## config.mk

```make
export PLATFORM = sky130hd
export DESIGN_NAME = mem_dma
export DESIGN_NICKNAME = d
export VERILOG_FILES = /design/src/rtl/mem_dma_pkg.sv /design/src/rtl/mem_bus_xact.sv /design/src/rtl/mem_dma.sv
export SDC_FILE = /design/constraint.sdc
export NUM_CORES = 1
export LEC_CHECK = 0
export ABC_AREA = 1
export CELL_PAD_IN_SITES_DETAIL_PLACEMENT = 2
export CELL_PAD_IN_SITES_GLOBAL_PLACEMENT = 2
export CORE_ASPECT_RATIO = 1.1
export CORE_MARGIN = 4
export CORE_UTILIZATION = 28
export DETAILED_ROUTE_END_ITERATION = 7
export GPL_ROUTABILITY_DRIVEN = 1
export PLACE_DENSITY_LB_ADDON = 0.1
export REMOVE_ABC_BUFFERS = 1
export SYNTH_ARGS = -nofsm -noshare
export SYNTH_HDL_FRONTEND = slang
export SYNTH_SLANG_ARGS = --single-unit
```

## constraint.sdc

```tcl
create_clock -name clk -period 2.3 [get_ports clk]
set_input_delay 0.575 -clock clk [delete_from_list [all_inputs] [get_ports clk]]
set_output_delay 0.575 -clock clk [all_outputs]
set_load 0.05 [all_outputs]
```

## src/rtl/mem_dma_pkg.sv

```systemverilog
// ============================================================================
// Module  : mem_dma_pkg
// Brief   : shared state encoding and bus constants for the mem_dma engine
// Revision: 1.0
// ============================================================================
`default_nettype none

package mem_dma_pkg;

    typedef logic [2:0] state_t;

    localparam state_t S_IDLE  = 3'd0;
    localparam state_t S_READ  = 3'd1;
    localparam state_t S_WRITE = 3'd2;
    localparam state_t S_GAP   = 3'd3;
    localparam state_t S_DONE  = 3'd4;

    localparam logic [3:0]  WSTRB_NONE = 4'b0000;
    localparam logic [3:0]  WSTRB_ALL  = 4'b1111;
    localparam logic [31:0] WORD_BYTES = 32'd4;

    function automatic logic [31:0] word_align(input logic [31:0] addr);
        return addr & ~32'h3;
    endfunction

endpackage

`default_nettype wire

```

## src/rtl/mem_bus_xact.sv

```systemverilog
// ============================================================================
// Module  : mem_bus_xact
// Brief   : single-transaction initiator; holds the request on the bus until
//           the responder acknowledges with mem_ready
// Revision: 1.0
// ============================================================================
`default_nettype none

module mem_bus_xact
    import mem_dma_pkg::*;
(
    input  logic        clk,
    input  logic        rst,
    input  logic        req,
    input  logic        req_write,
    input  logic [31:0] req_addr,
    input  logic [31:0] req_wdata,
    output logic        ack,
    output logic [31:0] rdata,
    output logic        mem_valid,
    input  logic        mem_ready,
    output logic [31:0] mem_addr,
    input  logic [31:0] mem_rdata,
    output logic [31:0] mem_wdata,
    output logic [3:0]  mem_wstrb
);

    logic        r_valid;
    logic [31:0] r_addr;
    logic [31:0] r_wdata;
    logic [3:0]  r_wstrb;

    // mem_ready outside an active request is not an acknowledge
    assign ack   = r_valid & mem_ready;
    assign rdata = mem_rdata;

    always_ff @(posedge clk) begin
        if (rst) begin
            r_valid <= 1'b0;
            r_addr  <= '0;
            r_wdata <= '0;
            r_wstrb <= WSTRB_NONE;
        end else if (req) begin
            r_valid <= 1'b1;
            r_addr  <= req_addr;
            r_wdata <= req_wdata;
            r_wstrb <= req_write ? WSTRB_ALL : WSTRB_NONE;
        end else if (ack) begin
            r_valid <= 1'b0;
        end
    end

    assign mem_valid = r_valid;
    assign mem_addr  = r_addr;
    assign mem_wdata = r_wdata;
    assign mem_wstrb = r_wstrb;

endmodule

`default_nettype wire

```

## src/rtl/mem_dma.sv

```systemverilog
// ============================================================================
// Module  : mem_dma
// Brief   : single-channel word copy engine on the valid/ready memory bus;
//           define MEM_DMA_FILL_EN to add a constant-fill mode
// Revision: 1.0
// ============================================================================
`default_nettype none

module mem_dma
    import mem_dma_pkg::*;
#(
    parameter int LEN_W = 16
)
(
    input  logic             clk,
    input  logic             rst,
    input  logic             start,
    input  logic [31:0]      src_addr,
    input  logic [31:0]      dst_addr,
    input  logic [LEN_W-1:0] len,
`ifdef MEM_DMA_FILL_EN
    input  logic             fill,
    input  logic [31:0]      fill_data,
`endif
    output logic             busy,
    output logic             done,
    output logic [LEN_W-1:0] words_done,
    output logic             mem_valid,
    input  logic             mem_ready,
    output logic [31:0]      mem_addr,
    input  logic [31:0]      mem_rdata,
    output logic [31:0]      mem_wdata,
    output logic [3:0]       mem_wstrb
);

    state_t           r_state;
    logic             r_busy;
    logic             r_done;
    logic [LEN_W-1:0] r_words_done;
    logic [LEN_W-1:0] r_len;
    logic [31:0]      r_src;
    logic [31:0]      r_dst;
    logic [31:0]      r_data;
    logic             r_to_write;
    logic             r_fill;
    logic [31:0]      r_fill_data;

    logic             w_start_fill;
    logic [31:0]      w_start_fill_data;
    logic             w_req;
    logic             w_req_write;
    logic [31:0]      w_req_addr;
    logic [31:0]      w_req_wdata;
    logic             w_ack;
    logic [31:0]      w_rdata;
    logic [LEN_W-1:0] w_words_next;

`ifdef MEM_DMA_FILL_EN
    assign w_start_fill      = fill;
    assign w_start_fill_data = fill_data;
`else
    assign w_start_fill      = 1'b0;
    assign w_start_fill_data = '0;
`endif

    assign w_words_next = r_words_done + {{(LEN_W-1){1'b0}}, 1'b1};

    // Requests are issued on the edge leaving IDLE or GAP so mem_valid is
    // already high in the first READ/WRITE cycle.
    always_comb begin
        w_req       = 1'b0;
        w_req_write = 1'b0;
        w_req_addr  = r_src;
        w_req_wdata = r_data;
        case (r_state)
            S_IDLE: begin
                if (start && (len != '0)) begin
                    w_req       = 1'b1;
                    w_req_write = w_start_fill;
                    w_req_addr  = w_start_fill ? word_align(dst_addr) : word_align(src_addr);
                    w_req_wdata = w_start_fill_data;
                end
            end
            S_GAP: begin
                w_req       = 1'b1;
                w_req_write = r_to_write;
                w_req_addr  = r_to_write ? r_dst : r_src;
                w_req_wdata = r_fill ? r_fill_data : r_data;
            end
            default: ;
        endcase
    end

    always_ff @(posedge clk) begin
        if (rst) begin
            r_state      <= S_IDLE;
            r_busy       <= 1'b0;
            r_done       <= 1'b0;
            r_words_done <= '0;
            r_len        <= '0;
            r_src        <= '0;
            r_dst        <= '0;
            r_data       <= '0;
            r_to_write   <= 1'b0;
            r_fill       <= 1'b0;
            r_fill_data  <= '0;
        end else begin
            r_done <= 1'b0;
            case (r_state)
                S_IDLE: begin
                    if (start) begin
                        if (len != '0) begin
                            r_src        <= word_align(src_addr);
                            r_dst        <= word_align(dst_addr);
                            r_len        <= len;
                            r_words_done <= '0;
                            r_fill       <= w_start_fill;
                            r_fill_data  <= w_start_fill_data;
                            r_to_write   <= w_start_fill;
                            r_busy       <= 1'b1;
                            r_state      <= w_start_fill ? S_WRITE : S_READ;
                        end else begin
                            r_done  <= 1'b1;
                            r_state <= S_DONE;
                        end
                    end
                end
                S_READ: begin
                    if (w_ack) begin
                        r_data     <= w_rdata;
                        r_to_write <= 1'b1;
                        r_state    <= S_GAP;
                    end
                end
                S_WRITE: begin
                    if (w_ack) begin
                        r_src        <= r_src + WORD_BYTES;
                        r_dst        <= r_dst + WORD_BYTES;
                        r_words_done <= w_words_next;
                        if (w_words_next == r_len) begin
                            r_done  <= 1'b1;
                            r_busy  <= 1'b0;
                            r_state <= S_DONE;
                        end else begin
                            r_to_write <= r_fill;
                            r_state    <= S_GAP;
                        end
                    end
                end
                S_GAP:   r_state <= r_to_write ? S_WRITE : S_READ;
                S_DONE:  r_state <= S_IDLE;
                default: r_state <= S_IDLE;
            endcase
        end
    end

    mem_bus_xact u_xact (
        .clk       (clk),
        .rst       (rst),
        .req       (w_req),
        .req_write (w_req_write),
        .req_addr  (w_req_addr),
        .req_wdata (w_req_wdata),
        .ack       (w_ack),
        .rdata     (w_rdata),
        .mem_valid (mem_valid),
        .mem_ready (mem_ready),
        .mem_addr  (mem_addr),
        .mem_rdata (mem_rdata),
        .mem_wdata (mem_wdata),
        .mem_wstrb (mem_wstrb)
    );

    assign busy       = r_busy;
    assign done       = r_done;
    assign words_done = r_words_done;

endmodule

`default_nettype wire
```

======== After elaboration in Yosys (flattened, before gate mapping) ========
Cells that the tools add are included.
cells by class
  bitwise logic cells ..................... 1
  multiplexer cells ....................... 46
  eq/ne operators ......................... 10
  $add $sub $neg .......................... 3
  reductions and logical operators ........ 12
operator list
  kind                                                                   count
  32-bit 2-to-1 mux                                                      10
  32-bit case mux with 2 select lines                                    3
  32-bit by 3-bit adder with 32-bit output, second input constant        2
  16-bit 2-to-1 mux                                                      3
  16-bit case mux with 2 select lines                                    1
  1-bit 2-to-1 mux                                                       17
  16-bit by 1-bit adder with 16-bit output, second input constant        1
  16-bit equality test                                                   1
  16-bit nonzero test                                                    1
  3-bit 2-to-1 mux                                                       5
  3-bit case mux with 4 select lines                                     1
  2-bit != test, second input constant                                   4
  3-bit by 2-bit equality test with 1-bit output, second input constant  2
  1-bit case mux with 2 select lines                                     3
  3-bit AND reduction                                                    2
  6-bit AND reduction                                                    1
  5-bit AND reduction                                                    1
  4-bit 2-to-1 mux                                                       1
  2-bit by 1-bit != test with 1-bit output, second input constant        2
  4-bit AND reduction                                                    1
  2-bit nonzero test                                                     2
  3-bit by 1-bit equality test with 1-bit output, second input constant  1
  3-bit zero test                                                        1
  1-bit case mux with 3 select lines                                     1
  5 further kinds                                                        5
storage, ports and cells
  input bits .............................. 116
  register bits after elaboration ......... 203
  output and inout port bits .............. 87

======== Logic depth before layout (Yosys ltp) ========
Gate-level depths: netlist of run 1.
  depth in word-level cells ............... 5
  gate-level depth with buffers ........... 18
  depth with buffers taken out ............ 18

======== Hierarchy ========
A second synthesis of run 1 with hierarchy kept.
second synthesis, totals
  cell total of the unflattened synthesis .. 1588
  area, all modules ....................... 10533.9 um2
modules (own cells, without submodules)
  module        cells each  area each (um2)  instances
  mem_dma       1264        7936.4           1
  mem_bus_xact  324         2597.5           1

======== Worst setup path before layout of run 1 ========
Ideal clock, no wire load.
  path type ............................... register to register
  start ................................... reg r_words_done[0] (netlist: words_done[0])
  end ..................................... reg r_state[0]
  required time ........................... 2168 ps
  library setup time ...................... 132 ps
  path slack .............................. 52 ps
  buffers on the path ..................... 0
  data arrival time ....................... 2116 ps
  stages on the path, launching flop included .. 17
  cells stage by stage .................... dfxtp_1 > ha_1 > nand2_1 > nor2_4 > nand3_1 > nand3_1 > nand2_1 > inv_1 > nand2_1 > nor2_1 > nand2_1 > nor2_2 > nand2_1 > nand2_1 > nand2_1 > nand2_1 > a21oi_1
on the way
  cells in the longest elaborated chain, start to end .. 5
RTL lines
  element                                   line            text
  start, declared                           mem_dma.sv:39   logic [LEN_W-1:0] r_words_done;
  start signal, assigned                    mem_dma.sv:139  r_words_done <= w_words_next;
  16-bit by 1-bit adder with 16-bit output  mem_dma.sv:66   assign w_words_next = r_words_done + {{(LEN_W-1){1'b0}}, 1'b1};
  16-bit equality test                      mem_dma.sv:140  if (w_words_next == r_len) begin
  3-bit 2-to-1 mux                          mem_dma.sv:140
  3-bit 2-to-1 mux                          mem_dma.sv:136  if (w_ack) begin
  3-bit case mux with 4 select lines        mem_dma.sv:109  case (r_state)
  end signal, assigned                      mem_dma.sv:121  r_state <= w_start_fill ? S_WRITE : S_READ;
  end signal, assigned                      mem_dma.sv:150  S_GAP: r_state <= r_to_write ? S_WRITE : S_READ;
  end, declared                             mem_dma.sv:36   state_t r_state;
Every way passes these cells. The select of a mux whose other input is x is not followed.
A chain may end at the register's enable or synchronous reset.

======== Worst setup path after layout of run 1 ========
  start ................................... reg u_xact.r_addr[15] (netlist: u_xact.mem_addr[15])
  end ..................................... out mem_addr[15]
RTL lines
  element                 line                text
  start, declared         mem_bus_xact.sv:29  logic [31:0] r_addr;
  start signal, assigned  mem_bus_xact.sv:45  r_addr <= req_addr;
  end, declared           mem_dma.sv:30       output logic [31:0] mem_addr,
No word-level cell between the ends.

==> results of run 1 <==
-- state kept, by name, summed over array words and instances (netlist names) --
signal,count
u_xact.mem_wdata,32
words_done,16
done,1
r_len,16
r_state,3
busy,1
u_xact.mem_addr,31
u_xact.mem_valid,1
r_dst,30
r_src,30
r_to_write,1
r_data,32
u_xact.mem_wstrb,1
-- worst min path at each step --
| stage | depth (start not counted) | to | start | slack [ns] |
|---|---|---|---|---|
| floorplan | 2 | r_data[23] | r_data[23] | 0.43 |
| global placement | 2 | r_data[13] | r_data[13] | 0.44 |
| detailed placement | 2 | r_data[1] | r_data[1] | 0.45 |
| CTS | 2 | r_data[20] | r_data[20] | 0.46 |
| global route | 2 | r_data[15] | r_data[15] | 0.48 |
| finish | 2 | r_data[20] | r_data[20] | 0.46 |
-- routing by layer --
metal / vias up / share of wire / global-route usage
met5: - / 0 / 0
li1: 5308 / - / -
met1: 5405 / 0.44 / 0.251
met2: 171 / 0.51 / 0.392
met4: 0 / 0.025 / 0.0705
met3: 47 / 0.027 / 0.0294
-- stage by stage --
stage	power, uW	cells	hold slack (ns)	setup WS, ns
finish	15300	2172	0.458	0.0607
global placement	12000	2137	0.440	-0.415
detailed placement	12200	2137	0.449	-0.425
global route	16400	2172	0.483	-0.0551
floorplan	8740	1361	0.430	-2.11
CTS	15400	2169	0.460	0.0207
-- where the power goes --
group | internal (uW) | switching [uW] | total [uW]
registers | 4180 | 743 | 4920
logic | 2600 | 4590 | 7190
clock network | 1570 | 1640 | 3210
-- logic make-up after synthesis --
kind of cell | share of synthesized area
buffers and inverters | 0.105
flip-flops | 0.391
XOR/XNOR | 0.0150
AO/OA/AOI/OAI | 0.231
AND/OR/NAND/NOR | 0.255
adder cells (fa/ha/maj) | 0.00376
-- what timing repair did --
item | CTS | global route
endpoints found under the hold margin | 0 | 0
setup buffers | 0 | 2
resized for setup | 18 | 34
cloned | 0 | 1
pin swaps | 0 | 5
setup endpoints to repair | 25 | 94
-- layout make-up --
type | instances | area share
timing repair buffer | 298 | 0.208
clock buffer | 17 | 0.0308
multi-input combinational | 984 | 0.371
tap | 481 | 0.0435
sequential | 195 | 0.283
inverter | 182 | 0.0501
clock inverter | 15 | 0.0139
-- cell usage in the layout, fill, tap and decap left out, drive strengths merged, types with 2 or more instances in the layout --
cell and count:
a211oi 12, a21oi 127, a221oi 8, a31oi 30, a41oi 11, buf 104, clkbuf 18, clkdlybuf4s50 172
clkinv 7, clkinvlp 2, dfxtp 195, dlygate4sd2 17, dlymetal6s2s 4, ha 3, inv 187, nand2 319
nand3 72, nand3b 2, nand4 31, nor2 101, nor3 25, nor4 6, o211ai 53, o21a 3
o21ai 130, o21bai 3, o221a 2, o221ai 3, o22ai 7, or2 16, xnor2 4, xnor3 2
xor2 8
==> flow_summary_export.csv, run 1 <==
group,metric,value,unit
outcome,status,"finished clean",
worst_setup_path,crit_buf_inv,1,
route,drtPass1Iterations,4,
route,via_per_inst,5.03,
worst_setup_path,critPathLaunchType,"flop",
logic_synthesis,yosys.cell_count.top_type,"nand2_1",
timing,tightest_slew,0.612,ns
logic_synthesis,synth_commonest_cells,"nand2_1, dfxtp_1, inv_1",
route,wirelength,41600,um
route,ant_nets,0,
worst_setup_path,critPathTopFamily,"buffers and inverters",
placement,portBuffers,198,
final_layout,final_area,13800,um^2
final_layout,drive_gt1_frac,0.128,
timing,finalSetupTns,0,ns
die,start_util,0.283,
final_layout,n_antenna_cell,0,
worst_setup_path,r2r_start,"r_state[2]",
global_route,grt-ovfl-total,0,
logic_synthesis,yosys_register_bits,195,
clock_network,root_buffer,"clkbuf_16",
clock_network,clkLatencyLatePin,0.47,ns
logic_synthesis,yosysTopAreaCellShare,0.391,
global_route,grt_max_degree,71,
final_layout,nFillCells,4106,
logic_synthesis,yosysSeqAreaShare,0.391,
placement,placed_area,13100,um^2
global_route,grt_pass1_vias,12000,
worst_setup_path,critPathLaunch,"u_xact.mem_addr[15]",
timing,maxSlewHeadroom,0.592,
worst_setup_path,cp_cell_sequence,"clkdlybuf4s50_1",
clock_network,cts_tree,"done",
logic_synthesis,synth.distinct_cells,50,
timing,fmax,0.447,GHz
timing,rsz0062_at_grt,"true",
clock_network,clock-sinks,195,
placement,dp_hpwl,30300,um
power,p_leak,0.00545,uW
worst_setup_path,cp_num_cells,1,
final_layout,seq_area,3910,um^2
timing,timing.final.crit_share,0.974,
worst_setup_path,slowest_stage,"clkdlybuf4s50_1",
worst_setup_path,ff2ff_setup_slack,0.16,ns
die,dieHeight,206,um
clock_network,numCtsBuffers,17,
worst_setup_path,end_kind,"primary output",
route,vias,10900,
job,maxCapViolations,0,
power,power.density,1110,nW/um^2
final_layout,multi_input_area,5130,um^2
timing,period_needed,2.24,ns
clock_network,path_clk_slew,0.08,ns
route,drcViolationCount,0,
route,wl_per_cell,19.2,um
logic_synthesis,syn-instance-count,1444,
logic_synthesis,synth_area,9980,um^2
die,rows,72,
timing,drv_slew,0,
logic_synthesis,ys_warn_count,0,
die,coreArea,35200,um^2
clock_network,hold_buffers,0,
final_layout,fin_nets,1797,
die,dieWidth,188,um
worst_setup_path,worstPathMaxFanout,2,
logic_synthesis,ys_top_cells_by_area,"dfxtp_1, nand2_1, inv_1",
timing,setup_viol,0,
die,dieArea,38700,um^2
logic_synthesis,async_flop_share,0,
worst_setup_path,crit_type,"reg2out",
logic_synthesis,yosys_most_used_dff,"dfxtp_1",
logic_synthesis,avgSynthCellArea,6.91,um^2
final_layout,final_util,0.393,
worst_setup_path,cp-endpoint,"mem_addr[15]",
worst_setup_path,cp.required,1.73,ns
clock_network,cts.htree.levels,4,
worst_setup_path,critPathMaxStageDelay,0.83,ns
die,num_io_pins,203,
timing,hold_viol,0,
worst_setup_path,r2r-end,"r_dst[12]",
placement,place_congestion,0.844,
global_route,antenna_found_initial,0,
global_route,grt_pass1_wl,65200,um
worst_setup_path,reg2reg_depth,12,
worst_setup_path,cp.arrival,1.66,ns
clock_network,clk_path_buf_depth,2,
hold_path,hp-class,"reg2reg",
logic_synthesis,synth_edf_count,0,
timing,fin_worst_skew,0.0137,ns
global_route,grt.total_usage,0.211,
logic_synthesis,synth_largest_area_cell,"dfxtp_1",
final_layout,area_growth_syn_to_layout,38.6,%
power,peakVddDrop,0.000638,V
route,drt_iter0_drc,379,
Note: power is estimated with default switching activity, not from simulation.
==> run 2: changes to the inputs <==
--- a/config.mk
+++ b/config.mk
@@ -13,7 +13,7 @@
 export CORE_UTILIZATION = 28
 export DETAILED_ROUTE_END_ITERATION = 7
 export GPL_ROUTABILITY_DRIVEN = 1
-export PLACE_DENSITY_LB_ADDON = 0.1
+export PLACE_DENSITY_LB_ADDON = 0.3
 export REMOVE_ABC_BUFFERS = 1
 export SYNTH_ARGS = -nofsm -noshare
 export SYNTH_HDL_FRONTEND = slang
==> run 2 against run 1 <==
Net effect:
- setup slack improved by 0.0056 ns
- register-to-register slack got worse by 0.06 ns
- final area is 0.99% higher
- sequential power about the same
- largest cell class unchanged
- highest routed layer unchanged
==> flow_summary_export.csv, run 2 (same netlist as run 1, synthesis figures left out) <==
group,metric,value,unit
route,vias,11200,
global_route,grt.total_usage,0.216,
timing,maxSlewHeadroom,0.598,
clock_network,clock-sinks,195,
worst_setup_path,cp.arrival,1.66,ns
hold_path,hold_path_depth,2,
timing,drv_slew,0,
route,drt_iter0_drc,443,
clock_network,path_clk_slew,0.08,ns
worst_setup_path,r2r_start,"words_done[0]",
die,rows,72,
worst_setup_path,reg2reg_depth,17,
global_route,grt_max_degree,71,
timing,fin_worst_skew,0.0117,ns
worst_setup_path,cp_num_cells,1,
worst_setup_path,critPathLaunchType,"flop",
route,wl_per_cell,19.5,um
worst_setup_path,slowest_stage,"clkdlybuf4s50_1",
global_route,grt_pass1_vias,12300,
timing,hold_viol,0,
final_layout,drive_gt1_frac,0.138,
worst_setup_path,worstPathMaxFanout,2,
route,via_per_inst,5.12,
power,peakVddDrop,0.000575,V
worst_setup_path,critPathMaxStageDelay,0.86,ns
final_layout,mostFrequentLayoutCells,"nand2_1, dfxtp_1, inv_1",
placement,dp_slack,-0.365,ns
timing,timing.final.crit_share,0.971,
power,power.density,1110,nW/um^2
placement,portBuffers,198,
clock_network,cts_tree,"done",
worst_setup_path,ff2ff_setup_slack,0.10,ns
global_route,use_met3,0.0343,
global_route,grt-ovfl-total,0,
timing,finalSetupTns,0,ns
clock_network,clk_path_buf_depth,2,
worst_setup_path,critPathLaunch,"u_xact.mem_wdata[26]",
final_layout,fin_nets,1808,
global_route,antenna_found_initial,0,
placement,place_congestion,0.831,
placement,place_inst,2147,
placement,dp_hpwl,30900,um
global_route,use_met2,0.405,
clock_network,cts.htree.levels,4,
hold_path,hp-class,"reg2reg",
final_layout,final_util,0.397,
global_route,grtUsageMet1,0.252,
timing,tightest_slew,0.603,ns
worst_setup_path,cp-endpoint,"mem_wdata[26]",
worst_setup_path,crit_type,"reg2out",
global_route,grt_pass1_wl,66800,um
die,dieWidth,188,um
timing,period_needed,2.23,ns
power,p_leak,0.00553,uW
route,wirelength,42500,um
timing,fmax,0.448,GHz
die,start_util,0.283,
worst_setup_path,critPathTopFamily,"buffers and inverters",
global_route,busiest_layer,"met2",
final_layout,n_antenna_cell,0,
worst_setup_path,cp_cell_sequence,"clkdlybuf4s50_1",
route,ant_nets,0,
route,drtPass1Iterations,4,
die,num_io_pins,203,
final_layout,area_growth_syn_to_layout,39.9,%
clock_network,hold_buffers,0,
worst_setup_path,cp.required,1.73,ns
worst_setup_path,end_kind,"primary output",
worst_setup_path,r2r-end,"r_state[1]",
final_layout,final_common_cell,"nand2_1",
die,dieArea,38700,um^2
final_layout,stdcell_count,2183,
route,drcViolationCount,0,
clock_network,clkLatencyLatePin,0.46,ns
timing,setup_slack,0.0663,ns
clock_network,root_buffer,"clkbuf_16",
timing,setup_viol,0,
clock_network,numCtsBuffers,17,
die,dieHeight,206,um
die,coreArea,35200,um^2
outcome,status,"finished clean",
job,maxCapViolations,0,
worst_setup_path,crit_buf_inv,1,
run 2: layout make-up:
class / instances / area, um^2
Clock buffer: 19 / 453
Clock inverter: 13 / 140
Fill cell: 4056 / 21300
Inverter: 182 / 686
Multi-Input combinational cell: 984 / 5180
Sequential cell: 195 / 3910
Tap cell: 481 / 602
Timing Repair Buffer: 309 / 3000
run 2: metrics by stage:
step                power (uW)  hold WS (ns)  instance area, um^2
global route             16400         0.480                14000
CTS                      15500         0.459                13800
finish                   15500         0.454                14000
detailed placement       12300         0.447                13200
floorplan                 8740         0.430                 9620
global placement         12000         0.438                13200
run 2: per-layer routing:
layer / vias up / wire length [um]
met1: 5586 / 18000
li1: 5345 / -
met4: 0 / 890
met5: - / 0
met2: 192 / 22000
met3: 49 / 1580
run 2: worst min-delay path by stage:
stage                     from          to  slack (ns)
finish              r_data[22]  r_data[22]        0.45
global route        r_data[22]  r_data[22]        0.48
CTS                 r_data[22]  r_data[22]        0.46
detailed placement  r_data[22]  r_data[22]        0.45
global placement    r_data[10]  r_data[10]        0.44
floorplan           r_data[23]  r_data[23]        0.43
run 2: timing repair:
action / 4_1_cts / 5_1_grt
endpoints found under the setup margin: 21 / 68
gates resized for setup: 18 / 39
pin swaps: 1 / 5
buffers inserted: 2 / 2
run 2: power breakdown:
group	internal (uW)	switching (uW)	total, uW
logic	2720	4660	7380
clock network	1590	1530	3120
registers	4180	773	4950
